[src/rtl/mem_access_ctrl_if.sv]
// mem_access_ctrl_if: pipeline request/response and data-memory bus bundle.
// resp_err exists only when ALIGN_CHECK_EN is defined.
interface mem_access_ctrl_if #(
    parameter int ADDR_W = 16
);
    logic              req_valid;
    logic              req_write;
    logic              req_byte;
    logic              req_signed;
    logic [ADDR_W-1:0] req_addr;
    logic [15:0]       req_wdata;
    logic              req_ready;
    logic              resp_valid;
    logic [15:0]       resp_rdata;
    logic              stall;
    logic [ADDR_W-1:0] mem_addr;
    logic [15:0]       mem_wdata;
    logic [1:0]        mem_write;
    logic [15:0]       mem_rdata;
`ifdef ALIGN_CHECK_EN
    logic              resp_err;
`endif
    modport slave (
        input  req_valid, req_write, req_byte, req_signed, req_addr, req_wdata, mem_rdata,
`ifdef ALIGN_CHECK_EN
        output resp_err,
`endif
        output req_ready, resp_valid, resp_rdata, stall, mem_addr, mem_wdata, mem_write
    );
    modport master (
        output req_valid, req_write, req_byte, req_signed, req_addr, req_wdata, mem_rdata,
`ifdef ALIGN_CHECK_EN
        input  resp_err,
`endif
        input  req_ready, resp_valid, resp_rdata, stall, mem_addr, mem_wdata, mem_write
    );
endinterface

[src/rtl/mem_access_ctrl.sv]
// mem_access_ctrl: data-memory initiator; word/byte loads and stores, byte store as read-modify-write.
// ALIGN_CHECK_EN: misaligned word accesses answer at once with resp_err and no memory access.
module mem_access_ctrl #(
    parameter int ADDR_W  = 16,
    parameter int MEM_LAT = 1
) (
    input logic          clk,
    input logic          reset,
    mem_access_ctrl_if.slave bus
);
    localparam int CW = $clog2(MEM_LAT + 1);
    typedef enum logic [1:0] {IDLE, RD_WAIT, WR, RESP} state_t;
    state_t            state, nxt;
    logic [CW-1:0]     cnt;
    logic [ADDR_W-1:0] addr_q;
    logic [15:0]       wdata_q, rdata_q;
    logic              write_q, byte_q, signed_q, mis, last;
`ifdef ALIGN_CHECK_EN
    logic              err_q;
    assign mis          = ~bus.req_byte & bus.req_addr[0];
    assign bus.resp_err = err_q;
`else
    assign mis = 1'b0;
`endif
    assign last           = cnt == CW'(1);
    assign bus.req_ready  = state == IDLE;
    assign bus.resp_valid = state == RESP;
    assign bus.stall      = bus.req_valid & ~bus.resp_valid;
    assign bus.mem_write  = {1'b0, state == WR};
    assign bus.mem_addr   = addr_q;
    assign bus.mem_wdata  = wdata_q;
    assign bus.resp_rdata = rdata_q;
    always_ff @(posedge clk or posedge reset) begin
        if (reset) state <= IDLE;
        else       state <= nxt;
    end
    always_comb begin
        nxt = state;
        case (state)
            IDLE:    if (bus.req_valid) nxt = mis ? RESP : (bus.req_write & ~bus.req_byte) ? WR : RD_WAIT;
            RD_WAIT: if (last) nxt = write_q ? WR : RESP;
            WR:      nxt = RESP;
            default: nxt = IDLE;
        endcase
    end
    always_ff @(posedge clk or posedge reset) begin
        if (reset) begin
            cnt      <= '0;
            addr_q   <= '0;
            wdata_q  <= '0;
            rdata_q  <= '0;
            write_q  <= 1'b0;
            byte_q   <= 1'b0;
            signed_q <= 1'b0;
`ifdef ALIGN_CHECK_EN
            err_q    <= 1'b0;
`endif
        end else if (state == IDLE && bus.req_valid) begin
            if (!mis) addr_q <= bus.req_addr;
            wdata_q  <= bus.req_wdata;
            write_q  <= bus.req_write;
            byte_q   <= bus.req_byte;
            signed_q <= bus.req_signed;
            cnt      <= CW'(MEM_LAT);
`ifdef ALIGN_CHECK_EN
            err_q    <= mis;
            if (mis) rdata_q <= '0;
`endif
        end else if (state == RD_WAIT) begin
            cnt <= cnt - 1'b1;
            // byte store keeps byte A+1 by writing back the low half just read
            if (last && write_q) wdata_q <= {wdata_q[7:0], bus.mem_rdata[7:0]};
            else if (last) rdata_q <= byte_q ? {{8{signed_q & bus.mem_rdata[15]}}, bus.mem_rdata[15:8]} : bus.mem_rdata;
        end
    end
endmodule

[src/flat_wrapper.sv]
// flat-port wrapper written by rule: the top's interface ports become plain ports
module mem_access_ctrl_flat 
#(
    parameter int ADDR_W  = 16,
    parameter int MEM_LAT = 1
)
  (clk, reset, bus_req_valid, bus_req_write, bus_req_byte, bus_req_signed, bus_req_addr, bus_req_wdata, bus_mem_rdata, bus_req_ready, bus_resp_valid, bus_resp_rdata, bus_stall, bus_mem_addr, bus_mem_wdata, bus_mem_write);
  mem_access_ctrl_if #(.ADDR_W(ADDR_W)) bus_i ();
  input logic clk;
  input logic reset;
  input wire logic [$bits(bus_i.req_valid)-1:0] bus_req_valid;
  input wire logic [$bits(bus_i.req_write)-1:0] bus_req_write;
  input wire logic [$bits(bus_i.req_byte)-1:0] bus_req_byte;
  input wire logic [$bits(bus_i.req_signed)-1:0] bus_req_signed;
  input wire logic [$bits(bus_i.req_addr)-1:0] bus_req_addr;
  input wire logic [$bits(bus_i.req_wdata)-1:0] bus_req_wdata;
  input wire logic [$bits(bus_i.mem_rdata)-1:0] bus_mem_rdata;
  output wire logic [$bits(bus_i.req_ready)-1:0] bus_req_ready;
  output wire logic [$bits(bus_i.resp_valid)-1:0] bus_resp_valid;
  output wire logic [$bits(bus_i.resp_rdata)-1:0] bus_resp_rdata;
  output wire logic [$bits(bus_i.stall)-1:0] bus_stall;
  output wire logic [$bits(bus_i.mem_addr)-1:0] bus_mem_addr;
  output wire logic [$bits(bus_i.mem_wdata)-1:0] bus_mem_wdata;
  output wire logic [$bits(bus_i.mem_write)-1:0] bus_mem_write;
  assign bus_i.req_valid = bus_req_valid;
  assign bus_i.req_write = bus_req_write;
  assign bus_i.req_byte = bus_req_byte;
  assign bus_i.req_signed = bus_req_signed;
  assign bus_i.req_addr = bus_req_addr;
  assign bus_i.req_wdata = bus_req_wdata;
  assign bus_i.mem_rdata = bus_mem_rdata;
  assign bus_req_ready = bus_i.req_ready;
  assign bus_resp_valid = bus_i.resp_valid;
  assign bus_resp_rdata = bus_i.resp_rdata;
  assign bus_stall = bus_i.stall;
  assign bus_mem_addr = bus_i.mem_addr;
  assign bus_mem_wdata = bus_i.mem_wdata;
  assign bus_mem_write = bus_i.mem_write;
  mem_access_ctrl #(.ADDR_W(ADDR_W), .MEM_LAT(MEM_LAT)) u_core (.clk(clk), .reset(reset), .bus(bus_i));
endmodule
[config.mk]
export PLATFORM = sky130hd
export DESIGN_NAME = mem_access_ctrl_flat
export DESIGN_NICKNAME = d
export VERILOG_FILES = /design/src/rtl/mem_access_ctrl_if.sv /design/src/rtl/mem_access_ctrl.sv /design/src/flat_wrapper.sv
export SDC_FILE = /design/constraint.sdc
export NUM_CORES = 1
export LEC_CHECK = 0
export ABC_AREA = 0
export CAP_MARGIN = 20
export CORE_MARGIN = 2
export CORE_UTILIZATION = 44
export CTS_BUF_LIST = sky130_fd_sc_hd__clkbuf_2
export DETAILED_ROUTE_END_ITERATION = 8
export PLACE_DENSITY = 0.82
export SLEW_MARGIN = 10
export SYNTH_ARGS = -nofsm -noshare
export SYNTH_HDL_FRONTEND = slang
export SYNTH_SLANG_ARGS = --single-unit
[constraint.sdc]
create_clock -name clk -period 2.25 [get_ports clk]
set_clock_uncertainty 0.2 [all_clocks]
set_input_delay 0.5625 -clock clk [delete_from_list [all_inputs] [get_ports clk]]
set_output_delay 0.5625 -clock clk [all_outputs]
set_load 0.02 [all_outputs]
==> results.json, run 1 <==
{
  "die_y_um": 79.9,
  "design.core.area_mm2": 0.00554,
  "pin_count": 107,
  "yosysMostFrequentCell": "dfrtp_1",
  "setup_violations": 0,
  "die_w_um": 79.9,
  "synth_seq_cells": 54,
  "root_buffer": "clkbuf_2",
  "vias_per_cell": 5.04,
  "yosys.area.top_type": "dfrtp_1",
  "hold_buffers": 0,
  "dp_hpwl_mm": 4.43,
  "overflow": 0,
  "tns_ns": 0,
  "drt_pass1_iterations": 4,
  "rrSetupSlack_ns": 0.31,
  "final.fill_count": 438,
  "peakVddDrop_mv": 0.711,
  "diodes": 0,
  "worstSkewPairLatency_ns": 0.44,
  "wl_mm": 6.03,
  "drive_gt1_share_pct": 21.9,
  "syn_nets": 266,
  "slew_viol_final": 0,
  "grt_pass1_vias": 2044,
  "synthArstFlopShare_pct": 100,
  "multi_input_area_mm2": 0.00106,
  "crit_type": "reg2out",
  "grt_start_max_net_pins": 33,
  "antenna_found_initial": 0,
  "synth_top_area_share_pct": 53.3,
  "placed_area_mm2": 0.00376,
  "synthDistinctLibCells": 24,
  "antenna_left": 0,
  "postLayoutCellArea_mm2": 0.00387,
  "cap_violations": 0,
  "drc": 0,
  "min_period_over_period_pct": 95.8,
  "clock_sinks": 54,
  "port_buffers": 105,
  "synth_common_cells": "dfrtp_1 (54), mux2_2 (32), o21ai_0 (25), nand2_1 (19), mux2i_1 (17)",
  "min_path_type": "in2async",
  "wl_per_cell_um": 15.4,
  "vias": 1969,
  "rsz0062_at_grt": "false",
  "fmax_mhz": 464,
  "cp_data_required_time_ns": 1.49,
  "regArea_mm2": 0.00135,
  "dieArea_mm2": 0.00638,
  "cts_tree": "built",
  "syn_area_mm2": 0.00253,
  "arrival_ns": 1.39,
  "grt_first_pass_wirelength_mm": 9.83,
  "ys.flop_type": "dfrtp_1",
  "worstMarginPinSlew_ns": 0.610,
  "drtIter0Drc": 56,
  "relSlewSlack_pct": 59.3,
  "status": "finished, final reports clean",
  "layout_min_cycle_time_ns": 2.15,
  "worst_hold_slack_ns": 0.171,
  "seq_area_frac_synth_pct": 53.3,
  "yosysWarnings": 0,
  "total_power_uw": 4970,
  "start_kind": "flop",
  "track_usage_pct": 19.8,
  "finalHoldViolations": 0,
  "final_nets": 380,
  "power_density_mw_per_mm2": 1280,
  "synth_edf_count": 0,
  "total_leakage_power_uw": 0.00216,
  "postSynthAreaPerCell_um2": 12.4,
  "initial_utilization_pct": 45.8,
  "clk_pin_slew_worst_paths_ns": 0.26,
  "cts_buffer_depth": 2,
  "path_max_fanout": 4,
  "htree_levels": 2,
  "synthCells": 205,
  "fin_util_pct": 69.9,
  "areaGrowthSynthToFinish_pct": 52.8,
  "num_rows": 27,
  "place_congestion": 0.751,
  "netlist_top_cells_area": "dfrtp_1 (53%), mux2_2 (14%), mux2i_1 (6.7%), mux2_4 (5.3%), o21ai_0 (4.9%)",
  "cts_buffers": 5,
  "endpoint_kind": "output port"
}
[power breakdown]
| group | internal [µW] | switching, µW |
|---|---|---|
| Clock | 74.9 | 298 |
| Sequential | 1440 | 311 |
| Combinational | 1460 | 1380 |
[worst max-delay path, stage by stage, from the launching register on]
cell and delay (ns):
dfrtp_1 0.48, ha_1 0.21, clkdlybuf4s15_1 0.28
[logic make-up (layout without fill, tap and decap cells)]
group / count (synthesis) / after routing / synth area share (%)
fa+ha+maj: 7 / 7 / 3.45
simple gates: 24 / 24 / 4.00
buf+inv: 28 / 142 / 5.38
xor+xnor: 1 / 1 / 0.346
mux: 58 / 58 / 26.3
flops: 54 / 54 / 53.3
other cells: 1 / 1 / 0.148
compound gates: 32 / 32 / 7.11
[metrics by stage]
| stage | setup WS (ns) | std cells |
|---|---|---|
| after detailed placement | -0.292 | 382 |
| after global routing | 0.00497 | 391 |
| after global placement | -0.273 | 382 |
| after floorplan | 0.173 | 205 |
| final | 0.0954 | 391 |
| after CTS | 0.000199 | 391 |
[final cells by class]
type                            instances  area share (%)
Sequential cell                        54            34.9
Timing Repair Buffer                  119            32.9
Multi-Input combinational cell        123            27.4
Tap cell                               72            2.33
Inverter                               16            1.55
Clock buffer                            6           0.775
Clock inverter                          1           0.194
[final timing paths]
path                                    startpoint                        end  depth (start not counted)
max in group asynchronous                    reset   u_core.bus.resp_rdata[7]                          3
hold reg to reg            u_core.bus.mem_wdata[9]    u_core.bus.mem_wdata[9]                          2
hold / removal                               reset    u_core.bus.mem_addr[13]                          2
min in group clk           u_core.bus.mem_wdata[9]    u_core.bus.mem_wdata[9]                          2
setup reg to reg                   u_core.state[1]  u_core.bus.resp_rdata[12]                          6
setup / recovery                   u_core.state[1]             bus_resp_valid                          2
[registers in the layout, indices dropped and copies added, names as in the netlist]
| name | flops |
|---|---|
| u_core.bus.mem_addr | 16 |
| u_core.bus.mem_wdata | 16 |
| u_core.bus.resp_rdata | 16 |
| u_core.byte_q | 1 |
| u_core.cnt | 1 |
| u_core.signed_q | 1 |
| u_core.state | 2 |
| u_core.write_q | 1 |
[routing by layer]
metal,part of all wire (%),vias to the layer above,routed length (µm),global-route usage (%)
met5,0,-,0,0
met4,0.85,0,51,4.07
met3,7.4,5,444,5.43
met2,49,78,2930,32.6
met1,43,964,2600,26.3
li1,-,922,-,-
[cells in the final DEF, fill, tap and decap left out, types with 10 or more instances in the layout]
cell / Yosys / routed
clkdlybuf4s50_1: 0 / 53
mux2_2: 32 / 32
nand2_1: 19 / 18
dlygate4sd2_1: 0 / 14
buf_4: 3 / 10
dfrtp_1: 54 / 54
dlymetal6s2s_1: 0 / 34
o21ai_0: 25 / 25
mux2i_1: 17 / 17
inv_1: 16 / 14
[repair_timing]
action                     CTS  global route
pin swaps                    0             0
gates cloned                 0             0
gates resized for setup     25            40
setup endpoints to repair   18            38
setup buffers                2             0
(Power assumes the default switching activity.)
==> inputs of run 2 (changes only) <==
Settings changed: HOLD_SLACK_MARGIN set to 0.1.
==> results of run 2 <==
Final layout, timing and power as in run 1 (identical DEF).
==> inputs of run 3 (changes only) <==
Settings changed: CTS_CLUSTER_SIZE set to 10, PLACE_DENSITY 0.82 to 0.85.
==> run 3 against run 2 <==
Sequential cell count did not move. Power fell by 0.85%. Wire length fell by 1.9%. Count of clock-buffer cells in the layout fell by 1. Global-route usage fell by 1.0 points. Clock power barely moved. First-iteration DRC count fell by 13%. Core utilization fell by 0.88 points. Via count fell by 2.2%. Sequential share of layout area rose by 0.48 points. Largest cell class unchanged.
==> results.json, run 3 (same netlist as run 1, synthesis figures left out) <==
{
  "worstSkewPairLatency_ns": 0.43,
  "track_usage_pct": 18.7,
  "path_max_fanout": 4,
  "root_buffer": "clkbuf_2",
  "layout_min_cycle_time_ns": 2.14,
  "grt_first_pass_wirelength_mm": 9.27,
  "p_sw_uw": 1990,
  "swShare_pct": 40.3,
  "design.core.area_mm2": 0.00554,
  "areaGrowthSynthToFinish_pct": 50.8,
  "grt_start_max_net_pins": 55,
  "clk_pin_slew_worst_paths_ns": 0.27,
  "slew_viol_final": 0,
  "fin_util_pct": 69.0,
  "crit_type": "reg2out",
  "grt_pass1_vias": 1958,
  "drive_gt1_share_pct": 21.5,
  "place_congestion": 0.742,
  "finalHoldViolations": 0,
  "final_nets": 377,
  "cp_data_required_time_ns": 1.49,
  "clock_sinks": 54,
  "min_path_type": "in2async",
  "start_kind": "flop",
  "relSlewSlack_pct": 63.3,
  "diodes": 0,
  "setup_violations": 0,
  "endpoint_kind": "output port",
  "arrival_ns": 1.38,
  "worstMarginPinSlew_ns": 0.550,
  "vias": 1926,
  "dp_hpwl_mm": 4.36,
  "tns_ns": 0,
  "cts_tree": "built",
  "status": "finished, final reports clean",
  "drt_pass1_iterations": 4,
  "p_seq_share_pct": 35.6,
  "hold_buffers": 0,
  "total_power_uw": 4930,
  "power_density_mw_per_mm2": 1290,
  "p_comb_share_pct": 56.9,
  "pin_count": 107,
  "min_period_over_period_pct": 95.2,
  "die_w_um": 79.9,
  "cts_buffer_depth": 2,
  "wl_mm": 5.91,
  "cts_buffers": 5,
  "drc": 0,
  "htree_levels": 2,
  "num_rows": 27,
  "rrSetupSlack_ns": 0.29,
  "cap_violations": 0,
  "final_cells": 389,
  "initial_utilization_pct": 45.8,
  "total_leakage_power_uw": 0.00208,
  "p_clk_share_pct": 7.5,
  "peakVddDrop_mv": 0.702,
  "internal_power_uw": 2940,
  "worst_hold_slack_ns": 0.232,
  "rsz0062_at_grt": "false",
  "dp_cells": 379,
  "antenna_left": 0,
  "overflow": 0,
  "fmax_mhz": 467,
  "vias_per_cell": 4.95,
  "antenna_found_initial": 0,
  "drtIter0Drc": 49,
  "port_buffers": 105,
  "layout_common_cells": "clkdlybuf4s50_1 (53), dfrtp_1 (53), mux2_2 (32), dlymetal6s2s_1 (27), o21ai_0 (25)",
  "die_y_um": 79.9,
  "dieArea_mm2": 0.00638,
  "wl_per_cell_um": 15.2
}
run 3: metrics by stage:
step / instance area (µm²) / setup slack (ns)
after floorplan: 2530 / 0.173
after global placement: 3740 / -0.273
after detailed placement: 3740 / -0.302
after CTS: 3750 / 0.000668
after global routing: 3820 / 0.00199
final: 3820 / 0.108
run 3: path summary, 6_finish.rpt:
kind                            cells past startpoint                      from                       end
min in group clk                                    2  u_core.bus.mem_wdata[10]  u_core.bus.mem_wdata[10]
max in group asynchronous                           3                     reset           u_core.state[0]
worst min-delay path                                3                     reset             u_core.byte_q
worst min register to register                      2  u_core.bus.mem_wdata[10]  u_core.bus.mem_wdata[10]
worst max-delay path                                3           u_core.state[0]          bus_mem_write[0]
worst max register to register                      6           u_core.state[1]  u_core.bus.resp_rdata[1]
run 3: routing by layer:
layer / vias to the layer above / part of all wire [%] / global-route usage [%]
li1: 921 / - / -
met1: 919 / 42 / 25.1
met2: 79 / 48 / 30.6
met3: 7 / 8.7 / 5.09
met4: 0 / 0.80 / 4.07
met5: - / 0 / 0
run 3: cell type report:
class / count / area (µm²)
fillers: 435 / 1720
flip-flops and latches: 54 / 1350
repair buffers: 116 / 1220
multi-input cells: 123 / 1060
well taps: 72 / 90.1
inverters: 16 / 60.1
clock buffers: 5 / 25.0
clock inverters: 3 / 16.3
run 3: timing repair:
item	4_1_cts	5_1_grt
setup endpoints to repair	25	29
gates cloned	0	0
buffers inserted	2	0
endpoints found under the hold margin	0	0
resized for setup	36	31
run 3: power by group through the flow:
stage               clock, µW  combinational [µW]  sequential, µW
detailed placement          0                2990            1800
global route              433                3010            1820
global placement            0                2930            1780
CTS                       388                2880            1770
floorplan                   0                1200            2240
finish                    371                2800            1760
run 3: worst max-delay path: stages (launching register included):
cell and delay (ns):
dfrtp_2 0.49, inv_1 0.11, ha_1 0.18, buf_2 0.17
